===== src/rtl/dmac_nch_sequencer_if.sv =====
// Shared AHB master bus of the N-channel DMAC sequencer: address/data phase
// outputs from the sequencer, ready/response/read data back from the fabric.
interface dmac_nch_sequencer_if;
  logic [31:0] MAddress;
  logic [31:0] MWData;
  logic [1:0]  MTrans;
  logic [2:0]  MBurst_Size;
  logic        MWrite;
  logic [3:0]  MWStrb;
  logic        HReady;
  logic [1:0]  M_HResp;
  logic [31:0] MRData;

  modport master (
    output MAddress, MWData, MTrans, MBurst_Size, MWrite, MWStrb,
    input  HReady, M_HResp, MRData
  );

  modport slave (
    input  MAddress, MWData, MTrans, MBurst_Size, MWrite, MWStrb,
    output HReady, M_HResp, MRData
  );
endinterface


===== src/rtl/dmac_nch_sequencer.sv =====
// N-channel DMAC sequencer: arbitrates requests, fetches a 4-word descriptor
// and hands the AHB master port to the granted channel engine.
// Optional build macro DMAC_ROUND_ROBIN_EN selects round-robin arbitration
// (default: fixed priority, lowest index wins).
//
// state  | meaning
// IDLE   | waiting for a pending request, arbitrating
// CFG_A  | descriptor word read, address phase
// CFG_D  | descriptor word read, data phase
// XFER   | channel engine owns the master port
// DONE   | completion pulse, release channel
// ERR    | bus error during fetch, abort
module dmac_nch_sequencer #(
  parameter int          NCH        = 4,
  parameter logic [31:0] CFG_BASE   = 32'h0000_0000,
  parameter logic [31:0] CFG_STRIDE = 32'h1000_0000,
  parameter logic [31:0] CFG_OFS    = 32'h0000_00A0
) (
  input  logic                     clk,
  input  logic                     rst,
  input  logic [NCH-1:0]           DmacReq,
  dmac_nch_sequencer_if.master     ahb,
  input  logic [NCH*32-1:0]        ch_addr,
  input  logic [NCH*32-1:0]        ch_wdata,
  input  logic [NCH*2-1:0]         ch_trans,
  input  logic [NCH-1:0]           ch_write,
  input  logic [NCH*3-1:0]         ch_burst,
  input  logic [NCH*4-1:0]         ch_strb,
  input  logic [NCH-1:0]           ch_irq,
  output logic [NCH-1:0]           channel_en,
  output logic [31:0]              SAddr_Reg,
  output logic [31:0]              DAddr_Reg,
  output logic [31:0]              Size_Reg,
  output logic [31:0]              Ctrl_Reg,
  output logic [$clog2(NCH)-1:0]   active_ch,
  output logic                     busy,
  output logic                     irq,
  output logic                     err_irq
);
  localparam int CW = $clog2(NCH);
  localparam logic [1:0] HTRANS_NONSEQ = 2'b10;
  localparam logic [1:0] HRESP_OKAY    = 2'b00;
  localparam logic [1:0] HRESP_ERROR   = 2'b01;

  typedef enum logic [2:0] {
    S_IDLE, S_CFG_A, S_CFG_D, S_XFER, S_DONE, S_ERR
  } state_t;

  state_t          state, state_nx;
  logic [1:0]      wcnt, wcnt_nx;
  logic [CW-1:0]   act_nx;
  logic [NCH-1:0]  pending, pend_clr, sel_mask;
  logic            rereq;
  logic            desc_ld, ctrl_clr;
  logic            grant_vld;
  logic [CW-1:0]   grant_idx;
  logic [CW-1:0]   scan_idx;

  assign sel_mask = NCH'(1) << active_ch;
  assign busy     = (state != S_IDLE);

`ifdef DMAC_ROUND_ROBIN_EN
  logic [CW-1:0] rr_ptr;

  always_ff @(posedge clk) begin
    if (rst)
      rr_ptr <= '0;
    else if (state == S_DONE)
      rr_ptr <= CW'((int'(active_ch) + 1) % NCH);
  end

  always_comb begin
    grant_vld = 1'b0;
    grant_idx = '0;
    scan_idx  = '0;
    for (int k = 0; k < NCH; k++) begin
      scan_idx = CW'((int'(rr_ptr) + k) % NCH);
      if (!grant_vld && pending[scan_idx]) begin
        grant_vld = 1'b1;
        grant_idx = scan_idx;
      end
    end
  end
`else
  always_comb begin
    grant_vld = 1'b0;
    grant_idx = '0;
    scan_idx  = '0;
    for (int k = 0; k < NCH; k++) begin
      scan_idx = CW'(k);
      if (!grant_vld && pending[scan_idx]) begin
        grant_vld = 1'b1;
        grant_idx = scan_idx;
      end
    end
  end
`endif

  always_ff @(posedge clk) begin
    if (rst)
      state <= S_IDLE;
    else
      state <= state_nx;
  end

  always_comb begin
    state_nx        = state;
    wcnt_nx         = wcnt;
    act_nx          = active_ch;
    pend_clr        = '0;
    desc_ld         = 1'b0;
    ctrl_clr        = 1'b0;
    channel_en      = '0;
    irq             = 1'b0;
    err_irq         = 1'b0;
    ahb.MAddress    = '0;
    ahb.MWData      = '0;
    ahb.MTrans      = 2'b00;
    ahb.MBurst_Size = 3'b000;
    ahb.MWrite      = 1'b0;
    ahb.MWStrb      = 4'h0;
    case (state)
      S_IDLE: begin
        if (grant_vld) begin
          act_nx   = grant_idx;
          wcnt_nx  = 2'd0;
          state_nx = S_CFG_A;
        end
      end
      S_CFG_A: begin
        ahb.MTrans   = HTRANS_NONSEQ;
        ahb.MWStrb   = 4'hF;
        ahb.MAddress = CFG_BASE + (32'(active_ch) * CFG_STRIDE) + CFG_OFS
                       + {28'd0, wcnt, 2'b00};
        if (ahb.HReady)
          state_nx = S_CFG_D;
      end
      S_CFG_D: begin
        // An error response aborts immediately, even in its first (not-ready) cycle.
        if (ahb.M_HResp == HRESP_ERROR) begin
          state_nx = S_ERR;
        end else if (ahb.HReady && ahb.M_HResp == HRESP_OKAY) begin
          desc_ld = 1'b1;
          if (wcnt == 2'd3) begin
            state_nx = S_XFER;
          end else begin
            wcnt_nx  = wcnt + 2'd1;
            state_nx = S_CFG_A;
          end
        end
      end
      S_XFER: begin
        channel_en      = sel_mask;
        ahb.MAddress    = ch_addr[32*active_ch +: 32];
        ahb.MWData      = ch_wdata[32*active_ch +: 32];
        ahb.MTrans      = ch_trans[2*active_ch +: 2];
        ahb.MBurst_Size = ch_burst[3*active_ch +: 3];
        ahb.MWrite      = ch_write[active_ch];
        ahb.MWStrb      = ch_strb[4*active_ch +: 4];
        if (ch_irq[active_ch])
          state_nx = S_DONE;
      end
      S_DONE: begin
        irq      = 1'b1;
        ctrl_clr = 1'b1;
        pend_clr = rereq ? '0 : sel_mask;
        state_nx = S_IDLE;
      end
      S_ERR: begin
        err_irq  = 1'b1;
        pend_clr = rereq ? '0 : sel_mask;
        state_nx = S_IDLE;
      end
      default: state_nx = S_IDLE;
    endcase
  end

  // A request seen on the active channel after its grant survives the release.
  always_ff @(posedge clk) begin
    if (rst) begin
      wcnt      <= '0;
      active_ch <= '0;
      pending   <= '0;
      rereq     <= 1'b0;
      SAddr_Reg <= '0;
      DAddr_Reg <= '0;
      Size_Reg  <= '0;
      Ctrl_Reg  <= '0;
    end else begin
      wcnt      <= wcnt_nx;
      active_ch <= act_nx;
      pending   <= (pending & ~pend_clr) | DmacReq;
      if (state == S_IDLE)
        rereq <= 1'b0;
      else if (|(DmacReq & sel_mask))
        rereq <= 1'b1;
      if (desc_ld) begin
        case (wcnt)
          2'd0:    SAddr_Reg <= ahb.MRData;
          2'd1:    DAddr_Reg <= ahb.MRData;
          2'd2:    Size_Reg  <= ahb.MRData;
          default: Ctrl_Reg  <= ahb.MRData;
        endcase
      end else if (ctrl_clr) begin
        Ctrl_Reg <= '0;
      end
    end
  end
endmodule

===== src/flat_wrapper.sv =====
// flat-port wrapper written by rule: the top's interface ports become plain ports
module dmac_nch_sequencer_flat 
#(
  parameter int          NCH        = 4,
  parameter logic [31:0] CFG_BASE   = 32'h0000_0000,
  parameter logic [31:0] CFG_STRIDE = 32'h1000_0000,
  parameter logic [31:0] CFG_OFS    = 32'h0000_00A0
)
  (clk, rst, DmacReq, ch_addr, ch_wdata, ch_trans, ch_write, ch_burst, ch_strb, ch_irq, channel_en, SAddr_Reg, DAddr_Reg, Size_Reg, Ctrl_Reg, active_ch, busy, irq, err_irq, ahb_MAddress, ahb_MWData, ahb_MTrans, ahb_MBurst_Size, ahb_MWrite, ahb_MWStrb, ahb_HReady, ahb_M_HResp, ahb_MRData);
  dmac_nch_sequencer_if ahb_i ();
  input  logic clk;
  input  logic rst;
  input  logic [NCH-1:0] DmacReq;
  input  logic [NCH*32-1:0] ch_addr;
  input  logic [NCH*32-1:0] ch_wdata;
  input  logic [NCH*2-1:0] ch_trans;
  input  logic [NCH-1:0] ch_write;
  input  logic [NCH*3-1:0] ch_burst;
  input  logic [NCH*4-1:0] ch_strb;
  input  logic [NCH-1:0] ch_irq;
  output logic [NCH-1:0] channel_en;
  output logic [31:0] SAddr_Reg;
  output logic [31:0] DAddr_Reg;
  output logic [31:0] Size_Reg;
  output logic [31:0] Ctrl_Reg;
  output logic [$clog2(NCH)-1:0] active_ch;
  output logic busy;
  output logic irq;
  output logic err_irq;
  output wire logic [$bits(ahb_i.MAddress)-1:0] ahb_MAddress;
  output wire logic [$bits(ahb_i.MWData)-1:0] ahb_MWData;
  output wire logic [$bits(ahb_i.MTrans)-1:0] ahb_MTrans;
  output wire logic [$bits(ahb_i.MBurst_Size)-1:0] ahb_MBurst_Size;
  output wire logic [$bits(ahb_i.MWrite)-1:0] ahb_MWrite;
  output wire logic [$bits(ahb_i.MWStrb)-1:0] ahb_MWStrb;
  input wire logic [$bits(ahb_i.HReady)-1:0] ahb_HReady;
  input wire logic [$bits(ahb_i.M_HResp)-1:0] ahb_M_HResp;
  input wire logic [$bits(ahb_i.MRData)-1:0] ahb_MRData;
  assign ahb_MAddress = ahb_i.MAddress;
  assign ahb_MWData = ahb_i.MWData;
  assign ahb_MTrans = ahb_i.MTrans;
  assign ahb_MBurst_Size = ahb_i.MBurst_Size;
  assign ahb_MWrite = ahb_i.MWrite;
  assign ahb_MWStrb = ahb_i.MWStrb;
  assign ahb_i.HReady = ahb_HReady;
  assign ahb_i.M_HResp = ahb_M_HResp;
  assign ahb_i.MRData = ahb_MRData;
  dmac_nch_sequencer #(.NCH(NCH), .CFG_BASE(CFG_BASE), .CFG_STRIDE(CFG_STRIDE), .CFG_OFS(CFG_OFS)) u_core (.clk(clk), .rst(rst), .DmacReq(DmacReq), .ahb(ahb_i), .ch_addr(ch_addr), .ch_wdata(ch_wdata), .ch_trans(ch_trans), .ch_write(ch_write), .ch_burst(ch_burst), .ch_strb(ch_strb), .ch_irq(ch_irq), .channel_en(channel_en), .SAddr_Reg(SAddr_Reg), .DAddr_Reg(DAddr_Reg), .Size_Reg(Size_Reg), .Ctrl_Reg(Ctrl_Reg), .active_ch(active_ch), .busy(busy), .irq(irq), .err_irq(err_irq));
endmodule

===== config.mk =====
export PLATFORM = sky130hd
export DESIGN_NAME = dmac_nch_sequencer_flat
export DESIGN_NICKNAME = d
export VERILOG_FILES = /design/src/rtl/dmac_nch_sequencer_if.sv /design/src/rtl/dmac_nch_sequencer.sv /design/src/flat_wrapper.sv
export SDC_FILE = /design/constraint.sdc
export NUM_CORES = 1
export LEC_CHECK = 0
export BUFFER_PORTS_ARGS = -buffer_cell sky130_fd_sc_hd__clkbuf_2
export CORE_AREA = 2 2 213 215
export CTS_CLUSTER_DIAMETER = 200
export DETAILED_ROUTE_END_ITERATION = 8
export DIE_AREA = 0 0 215 217
export RECOVER_POWER = 100
export SETUP_SLACK_MARGIN = 0.02
export SYNTH_ARGS = -nofsm -noshare
export SYNTH_HDL_FRONTEND = slang
export SYNTH_SLANG_ARGS = --single-unit

===== constraint.sdc =====
create_clock -name clk -period 1.55 [get_ports clk]
set_clock_uncertainty 0.05 [all_clocks]
set_input_delay 0.0775 -clock clk [delete_from_list [all_inputs] [get_ports clk]]
set_output_delay 0.0775 -clock clk [all_outputs]
set_load 0.1 [all_outputs]

==> run summary <==
outcome: finished with violations
failing checks: negative setup slack
Synth Flop Type: dfxtp_1
most area-consuming cells after synthesis: dfxtp_1, mux4_2, mux2i_1
number of distinct library cells after synthesis: 36
Worst Hold Class: in -> reg
initial core utilization: 17.3%
final hold vios: 0
non-filler instance count after layout: 2014
number of synthesized register bits: 140
Core Area: 0.0447 mm2
GPL Wtd Cong: 0.956
reg2reg setup slack: -0.39 ns
post-synthesis sequential area ratio: 36.3%
Fmax achieved: 465 MHz
share of the synthesized area in the top cell type: 36.3%
final layout net count: 1740
fin crit share: 139%
CTS root buf: clkbuf_16
Critical Path Fanout Max: 6
Pwr per Cell Area: 1160 mW/mm2
slowest stage delay, CP: 0.50 ns
CP Capture Point: ahb_MAddress[30]
crit path cell chain: buf_12 > buf_8 > buf_12 > mux4_2 > nor2b_4 > buf_12
Worst path depth: 6
syn nets: 1086
via count: 8915
design area: 0.0162 mm2
most used cell, CP: buf_12
Slew @ Worst Pin: 0.595 ns
Syn Area/Cell: 10.4 um2
clk slew on worst S/H paths: 0.07 ns
multi-input logic area: 0.00572 mm2
Lkg Pwr: 7.54 nW
CP delay by family, top: buffers and inverters
number of core rows: 78
Final Routed Wirelength: 46900 um
CTS Buf Count: 17
port bufs: 551
total power: 18.8 mW
commonest cells in the netlist: dfxtp_1, nor2_1, mux2i_1
post-layout util: 36.2%
slew margin rel.: 60.5%
arrival time of the worst setup path: 2.02 ns
count leader, synth: dfxtp_1
worst setup path startpoint: u_core.active_ch[0]
CTS H-tree lvls: 4
final worst slack: -0.600 ns
DRC: 0
antenna violations before repair: 16
IO Count: 552
Via density: 4.43
Final setup violation count: 215
max-cap viol count: 0
post-placement cell area: 0.0138 mm2
unrepaired setup endpoints after global routing: yes
crit path kind: reg -> out
slowest CP cell: mux4_2
share of cells above drive strength 1: 67.8%
Post-synth EDFFs: 0
post-synthesis async set-or-reset flop share: 0%
r2r worst-path depth: 5
die width: 215 um
Critical R2R Capture: u_core.state[1]
Die Area: 0.0467 mm2
largest net degree at the start of global routing: 46
Yosys Warn Count: 0
CP Data Required Time: 1.42 ns
number of fill cells: 4384
register area: 0.00282 mm2
worst vdd ir: 0.900 mV
DR WL/cell: 23.3 um
WP buf/inv: 4
synthesized area: 0.00771 mm2
Setup WS pre-CTS: -0.227 ns
clk sinks: 140
Startpoint Class: register
DR iter-0 viols: 450
Total Routing Usage GR: 19.4%
Min Clock Period, post-route: 2.15 ns
Critical R2R Launch: u_core.active_ch[0]
Max Slew Vio Count: 0
1st-pass router iterations: 4
Synth area leader: dfxtp_1
TritonCTS clock tree: done
Post-Syn Instances: 741
Area Growth Syn to Fin: 110%
HPWL Detailed: 35500 um
Worst-Skew Late Latency: 0.42 ns
placed cells: 1885
CP Capture Type: primary output
die height: 217 um
remaining antenna violation count after routing: 0
first-pass GRT wire length: 65400 um
Clock Path Buffers: 2
vias in the first global route: 9262
global route total overflow: 0
-- kinds of logic (layout without fill, tap and decap cells) --
kind of cell | count (synthesis) | in the layout | share of synthesized area (%)
simple gates | 257 | 257 | 16.1
buf+inv | 80 | 747 | 4.56
fa+ha+maj | 4 | 4 | 0.649
flops | 140 | 140 | 36.3
mux | 173 | 173 | 34.8
other cells | 0 | 6 | 0
compound gates | 87 | 87 | 7.54
-- metal layers --
layer	vias up	global-route usage [%]	wire length (um)
li1	4037	-	-
met1	4435	22.7	18400
met2	388	35.5	24600
met5	-	0	31
met3	49	4.63	2950
met4	6	4.67	926
-- flip-flops by register name, indices dropped and copies added (netlist names) --
name              flops
u_core.Ctrl_Reg      32
u_core.DAddr_Reg     32
u_core.SAddr_Reg     32
u_core.Size_Reg      32
u_core.pending        4
u_core.state          3
u_core.active_ch      2
u_core.wcnt           2
u_core.rereq          1
-- report_power, final --
part	internal (mW)	total (mW)	switching (mW)
registers	3.70	3.81	0.111
logic	5.24	11.1	5.88
clock network	2.11	3.89	1.79
-- final cells by class --
cell class	count	area share (%)
Tap cell	600	4.64
Sequential cell	140	17.4
Clock buffer	18	2.65
Timing Repair Buffer	709	39.0
Inverter	6	0.139
Multi-Input combinational cell	521	35.3
Clock inverter	14	0.765
Antenna cell	6	0.0927
-- how the worst min path moves through the flow --
stage                     from                    to  slack [ns]  cells after the start
floorplan           DmacReq[0]     u_core.pending[0]        0.14                      2
global route               rst  u_core.SAddr_Reg[31]        0.02                      2
global placement    DmacReq[1]     u_core.pending[1]        0.26                      3
CTS                        rst  u_core.DAddr_Reg[31]      0.0005                      2
finish                     rst  u_core.DAddr_Reg[31]        0.02                      2
detailed placement  DmacReq[2]     u_core.pending[2]        0.27                      3
-- layout by cell type, fill, tap and decap left out, drive strengths merged --
cell type    synthesis  layout
clkbuf              37     489
mux2i               97      97
a22o                 2       2
dfxtp              140     140
a31oi                1       1
a21o                 1       1
nor4                 1       1
or2                  3       3
nand4                3       3
nand2               50      50
clkinvlp             0       5
o21ai                4       4
bufbuf               0       1
nor2               110     110
mux4                76      76
nand2b               5       5
buf                 37     201
a21oi               43      43
inv                  6      15
or3b                 2       2
and3b                1       1
and3                 1       1
a2bb2oi              1       1
nor3b                5       5
o221ai               1       1
o2111ai             32      32
nand3                4       4
diode                0       6
nor3                 5       5
nor2b               64      64
dlygate4sd3          0      36
a311oi               1       1
o22a                 1       1
ha                   4       4
nand3b               3       3
-- metrics by stage --
stage	hold slack [ns]	setup TNS (ns)
after floorplan	0.145	-27.76
after global placement	0.263	-12.98
after detailed placement	0.265	-15.54
after CTS	0.000549	-62.17
after global routing	0.0168	-75.22
final	0.0169	-61.17
-- what timing repair did --
action,4_1_cts,5_1_grt
gates resized for setup,82,75
pin swaps,26,24
endpoints found under the hold margin,132,0
cloned,16,4
hold buffers,36,0
setup endpoints to repair,196,220
buffers inserted,25,15
Power figures use the tool's default switching activity.
